--- src/rtl/vga_fsync_pkg.sv ---
// Shared types and default constants for the VGA frame-boundary synchroniser.
// The optional frame counter is enabled by defining VGA_FSYNC_FRAME_CNT_EN.
package vga_fsync_pkg;

    typedef enum logic [1:0] {
        IDLE    = 2'd0,
        ARM_ON  = 2'd1,
        ACTIVE  = 2'd2,
        ARM_OFF = 2'd3
    } ch_state_e;

    localparam int          DEF_NUM_CH       = 4;
    localparam logic [15:0] DEF_ONESHOT_MASK = 16'h0008;
    localparam int          DEF_MIN_FRAMES   = 1;
    localparam int          DEF_FRAME_CNT_W  = 16;

    // The flag stays up in ARM_OFF so a request glitch never costs a frame.
    function automatic logic state_is_active(input ch_state_e s);
        return (s == ACTIVE) || (s == ARM_OFF);
    endfunction

endpackage

--- src/rtl/vga_fsync_channel.sv ---
// One synchroniser channel: request FSM plus minimum-duration hold counter.
// Activity only changes on a vsync event, except for clear and ARM_OFF re-entry.
module vga_fsync_channel
    import vga_fsync_pkg::*;
#(
    parameter bit ONESHOT    = 1'b0,
    parameter int MIN_FRAMES = 1
) (
    input  logic i_clk,
    input  logic i_rst_n,
    input  logic vs_evt,
    input  logic req,
    input  logic clear,
    output logic active,
    output logic start,
    output logic stop
);

    localparam int              HOLD_W    = $clog2(MIN_FRAMES + 1);
    localparam logic [HOLD_W-1:0] HOLD_LOAD = HOLD_W'(MIN_FRAMES - 1);

    ch_state_e         state_q, state_d;
    logic [HOLD_W-1:0] hold_q, hold_d;
    logic              start_d, stop_d;
    logic              active_q, start_q, stop_q;

    always_ff @(posedge i_clk or negedge i_rst_n) begin
        if (!i_rst_n) begin
            state_q  <= IDLE;
            hold_q   <= '0;
            active_q <= 1'b0;
            start_q  <= 1'b0;
            stop_q   <= 1'b0;
        end else begin
            state_q  <= state_d;
            hold_q   <= hold_d;
            active_q <= state_is_active(state_d);
            start_q  <= start_d;
            stop_q   <= stop_d;
        end
    end

    always_comb begin
        state_d = state_q;
        hold_d  = hold_q;
        start_d = 1'b0;
        stop_d  = 1'b0;
        if (clear) begin
            state_d = IDLE;
            hold_d  = '0;
        end else begin
            case (state_q)
                IDLE: begin
                    if (req && vs_evt) begin
                        state_d = ACTIVE;
                        hold_d  = HOLD_LOAD;
                        start_d = 1'b1;
                    end else if (req) begin
                        state_d = ARM_ON;
                    end
                end
                ARM_ON: begin
                    if (vs_evt) begin
                        state_d = ACTIVE;
                        hold_d  = HOLD_LOAD;
                        start_d = 1'b1;
                    end
                end
                ACTIVE: begin
                    // One-shot channels ignore vsync and req until cleared.
                    if (!ONESHOT) begin
                        if (vs_evt) begin
                            if (hold_q == '0 && !req) begin
                                state_d = IDLE;
                                stop_d  = 1'b1;
                            end else if (hold_q != '0) begin
                                hold_d = hold_q - 1'b1;
                            end
                        end else if (hold_q == '0 && !req) begin
                            state_d = ARM_OFF;
                        end
                    end
                end
                ARM_OFF: begin
                    if (vs_evt) begin
                        state_d = IDLE;
                        stop_d  = 1'b1;
                    end else if (req) begin
                        state_d = ACTIVE;
                    end
                end
                default: begin
                    state_d = IDLE;
                    hold_d  = '0;
                end
            endcase
        end
    end

    assign active = active_q;
    assign start  = start_q;
    assign stop   = stop_q;

endmodule

--- src/rtl/vga_frame_sync_ctrl.sv ---
// Frame-aligned activity flags for NUM_CH pipeline channels keyed to VGA vsync.
// Define VGA_FSYNC_FRAME_CNT_EN to build the vsync event counter on o_frame_cnt.
module vga_frame_sync_ctrl
    import vga_fsync_pkg::*;
#(
    parameter int                NUM_CH       = DEF_NUM_CH,
    parameter logic [NUM_CH-1:0] ONESHOT_MASK = DEF_ONESHOT_MASK[NUM_CH-1:0],
    parameter int                MIN_FRAMES   = DEF_MIN_FRAMES,
    parameter int                FRAME_CNT_W  = DEF_FRAME_CNT_W
) (
    input  logic                   i_clk,
    input  logic                   i_rst_n,
    input  logic                   i_vsync,
    input  logic [NUM_CH-1:0]      i_req,
    input  logic [NUM_CH-1:0]      i_clear,
    output logic [NUM_CH-1:0]      o_active,
    output logic [NUM_CH-1:0]      o_start,
    output logic [NUM_CH-1:0]      o_stop,
    output logic [FRAME_CNT_W-1:0] o_frame_cnt
);

    logic vs_d;
    logic vs_evt;

    always_ff @(posedge i_clk or negedge i_rst_n) begin
        if (!i_rst_n) begin
            vs_d <= 1'b0;
        end else begin
            vs_d <= i_vsync;
        end
    end

    // A held-high vsync produces a single event on its rising edge.
    assign vs_evt = i_vsync & ~vs_d;

    for (genvar c = 0; c < NUM_CH; c++) begin : g_ch
        vga_fsync_channel #(
            .ONESHOT    (ONESHOT_MASK[c]),
            .MIN_FRAMES (MIN_FRAMES)
        ) u_ch (
            .i_clk   (i_clk),
            .i_rst_n (i_rst_n),
            .vs_evt  (vs_evt),
            .req     (i_req[c]),
            .clear   (i_clear[c]),
            .active  (o_active[c]),
            .start   (o_start[c]),
            .stop    (o_stop[c])
        );
    end

`ifdef VGA_FSYNC_FRAME_CNT_EN
    logic [FRAME_CNT_W-1:0] frame_cnt_q;

    always_ff @(posedge i_clk or negedge i_rst_n) begin
        if (!i_rst_n) begin
            frame_cnt_q <= '0;
        end else if (vs_evt) begin
            frame_cnt_q <= frame_cnt_q + 1'b1;
        end
    end

    assign o_frame_cnt = frame_cnt_q;
`else
    assign o_frame_cnt = '0;
`endif

endmodule

--- config.mk ---
export PLATFORM = sky130hd
export DESIGN_NAME = vga_frame_sync_ctrl
export DESIGN_NICKNAME = d
export VERILOG_FILES = /design/src/rtl/vga_fsync_pkg.sv /design/src/rtl/vga_fsync_channel.sv /design/src/rtl/vga_frame_sync_ctrl.sv
export SDC_FILE = /design/constraint.sdc
export NUM_CORES = 1
export LEC_CHECK = 0
export BUFFER_PORTS_ARGS = -buffer_cell sky130_fd_sc_hd__clkbuf_2
export CAP_MARGIN = 40
export CORE_ASPECT_RATIO = 1.4
export CORE_MARGIN = 3
export CORE_UTILIZATION = 51
export CTS_BUF_LIST = sky130_fd_sc_hd__clkbuf_4 sky130_fd_sc_hd__clkbuf_8 sky130_fd_sc_hd__clkbuf_16
export DETAILED_ROUTE_END_ITERATION = 7
export PLACE_DENSITY = 0.86
export SLEW_MARGIN = 30
export SYNTH_ARGS = -nofsm -noshare
export SYNTH_HDL_FRONTEND = slang
export SYNTH_SLANG_ARGS = --single-unit
--- constraint.sdc ---
create_clock -name i_clk -period 2.35 [get_ports i_clk]
set_clock_uncertainty 0.2 [all_clocks]
set_input_delay 0.1175 -clock i_clk [delete_from_list [all_inputs] [get_ports i_clk]]
set_output_delay 0.1175 -clock i_clk [all_outputs]
set_load 0.005 [all_outputs]
==> metrics.md <==
| Metric | Value |
|---|---|
| Largest net degree at the start of global routing | `21` |
| Total grt overflow | `0` |
| Worst r2r src | `vs_d` |
| Fillcell total | `155` |
| Final HPWL DP | `1170 µm` |
| Number of gates resized after CTS | `0` |
| Max rail drop VDD | `0.414 mV` |
| Flop pwr share | `60.5%` |
| Post-synthesis cell area | `0.00102 mm²` |
| Full die area | `between 0.002 and 0.003 mm²` |
| Clk buf depth | `2` |
| Clk pwr share | `about a quarter` |
| Drt via density | `4.99` |
| Drt drc | `0` |
| CTS Sinks | `20` |
| Register area share after synthesis | `49.1%` |
| Setup Fix Bufs, Post-CTS | `0` |
| Max Fanout on Critical Path | `8` |
| Combinational power share | `15.9%` |
| Core Box Area | `0.00182 mm²` |
| CTS tree | `built` |
| # nets final | `130` |
| HP Class | `input pin to flop` |
| WHS | `47.9 ps` |
| Synth cell types | `20` |
| Port Buffers | `22` |
| CP startpoint kind | `input pin` |
| Final ANT Viol Nets | `0` |
| Layout Utilization | `62.3%` |
| Busiest grt layer | `met2` |
| Routed WL per cell | `11.1 µm` |
| Crit path to | `g_ch[0].u_ch.state_q[0]` |
| #FFs+latches synth | `20` |
| HP Start | `i_req[3]` |
| Vias in the first global route | `640` |
| Hold Fails Final Rpt | `0` |
| Die height | `58.9 µm` |
| Initial core utilization | `55.9%` |
| Power Density | `546 mW/mm²` |
| Met3 Resource Use GR | `under 10%` |
| Commonest non-fill, non-tap cells in the layout | `clkbuf_2 (22), dfrtp_1 (20), conb_1 (16)` |
| # diodes | `0` |
| Switching share of power | `24.7%` |
| Row count | `18` |
| Final Wtd Congestion | `0.767` |
| Via count | `between 600 and 700` |
| Most common cell after layout, fill and taps aside | `clkbuf_2` |
| Final Max Slew Viols | `0` |
| Grt met2 use | `23.5%` |
| FF-to-FF setup slack | `between 400 and 500 ps` |
| Psw | `153 µW` |
| TritonRoute pass-1 iters | `4` |
| Tcrit/Tclk final | `85.4%` |
| Final instance area | `0.00114 mm²` |
| Later-pin clock latency in the skew report | `280 ps` |
| Yosys Warn Count | `0` |
| First-pass GRT wire length | `2640 µm` |
| Required @ worst endpoint | `2370 ps` |
| Internal power | `467 µW` |
| Worst r2r dst | `g_ch[0].u_ch.state_q[0]` |
| Total Power | `621 µW` |
| R2r worst-path depth | `3` |
| Fmax | `0.498 GHz` |
| CP Launch Point | `i_vsync` |
| Final Setup Violations | `0` |
| DIE WIDTH | `43.8 µm` |
| Share of cells above drive strength 1 | `between 20% and 30%` |
| Syn-to-layout area delta | `11.5%` |
| Post-Route Setup TNS | `0 ps` |
| Worst slack, placed | `a little over 900 ps` |
| Final Critical Period | `2010 ps` |
| I/O pins | `39` |
| Final worst setup slack | `343 ps` |
| Placed Cells incl. Taps | `121` |
| Routed Wire Length | `around 1500 µm` |
| Mean Syn Cell Area | `between 10 and 15 µm²` |
| Non-Filler Instances | `137` |
| Status | `completed` |
| Clk slew on worst S/H paths | `100 ps` |
| Leak | `0.566 nW` |
| Global Route met1 Usage | `between 15 and 20%` |
| Clk Tree Root Cell | `clkbuf_4` |
| WS Path Type | `input pin to flop` |
| Maxcap violations | `0` |
| Dpl cell area | `985 µm²` |
| Total Routing Usage GR | `13.1%` |
| H-tree levels | `1` |
| Syn Inst Count | `94` |
| RSZ-0062 raised after global routing | `no` |
| DRT iter0 DRCs | `16` |
| CTS buffer count | `3` |
| CP Capture Type | `flop` |
| Initial antenna violation count | `0` |
| Crit path arrival time | `2030 ps` |
-- cell type report --
cell class / count / area [µm²] / share of cell area (%)
well taps: 20 / 25.0 / 2.20
repair buffers: 35 / 240 / 21.1
multi-input cells: 57 / 342 / 30.0
flip-flops and latches: 20 / 500 / 44.0
inverters: 2 / 7.51 / 0.660
clock buffers: 3 / 22.5 / 1.98
-- kinds of logic after synthesis --
group | after synthesis | synth area share, %
compound gates | 14 | 13.3
buf+inv | 32 | 22.9
flops | 20 | 49.1
other cells | 1 | 0.368
simple gates | 27 | 14.4
-- critical path, cell delays in order --
cell and delay, ps:
dlygate4sd3_1 530, clkbuf_2 140, and2b_1 290, a2111oi_2 360
dlygate4sd3_1 590
-- worst min path at each step --
stage	end	depth (start not counted)
6_report	g_ch[3].u_ch.start	3
5_1_grt	g_ch[3].u_ch.start	3
4_1_cts	g_ch[3].u_ch.start	3
3_5_place_dp	g_ch[1].u_ch.state_q[1]	1
3_3_place_gp	g_ch[1].u_ch.stop	1
2_1_floorplan	g_ch[0].u_ch.start	0
-- synthesized netlist by cell type --
| library cell | number | share of area, % |
|---|---|---|
| nand2b_1 | 4 | 2.5 |
| nand2b_4 | 1 | 1.3 |
| buf_4 | 28 | 21 |
| nand2_1 | 4 | 1.5 |
| a311oi_1 | 2 | 1.7 |
| nor3_1 | 7 | 3.4 |
| buf_2 | 1 | 0.49 |
| inv_1 | 2 | 0.74 |
| a221oi_1 | 3 | 2.6 |
| a31oi_1 | 1 | 0.61 |
| buf_6 | 1 | 1.1 |
| nor4_1 | 4 | 2.5 |
| a2111oi_2 | 4 | 5.9 |
| nor2_2 | 1 | 0.61 |
| dfrtp_1 | 20 | 49 |
| conb_1 | 1 | 0.37 |
| a21oi_1 | 2 | 0.98 |
| and2b_1 | 1 | 0.74 |
| nor2_1 | 5 | 1.8 |
| o21a_1 | 2 | 1.5 |
-- power by group through the flow --
stage                     clock network (mW)  registers [mW]  logic [mW]
final                                  0.146           0.376      0.0986
after floorplan                            0           0.379      0.0778
after global routing                   0.168           0.378       0.112
after global placement                     0           0.381      0.0777
after CTS                              0.152           0.376      0.0990
after detailed placement                   0           0.382      0.0813
-- registers in the layout, summed over array words and instances, names as in the netlist --
signal,count
g_ch.u_ch.state_q,8
g_ch.u_ch.start,4
g_ch.u_ch.stop,4
g_ch.u_ch.active,3
vs_d,1
-- routing by layer --
metal  share of wire, %  wire length [µm]
met1                 39               586
met2                 54               820
met3                6.4                98
met4                1.1                16
met5                  0                 0
-- repair_timing --
item	4_1_cts	5_1_grt
endpoints found under the setup margin	0	0
hold buffers	13	0
hold endpoints to repair	40	0
Note: power is estimated with default switching activity, not from simulation.
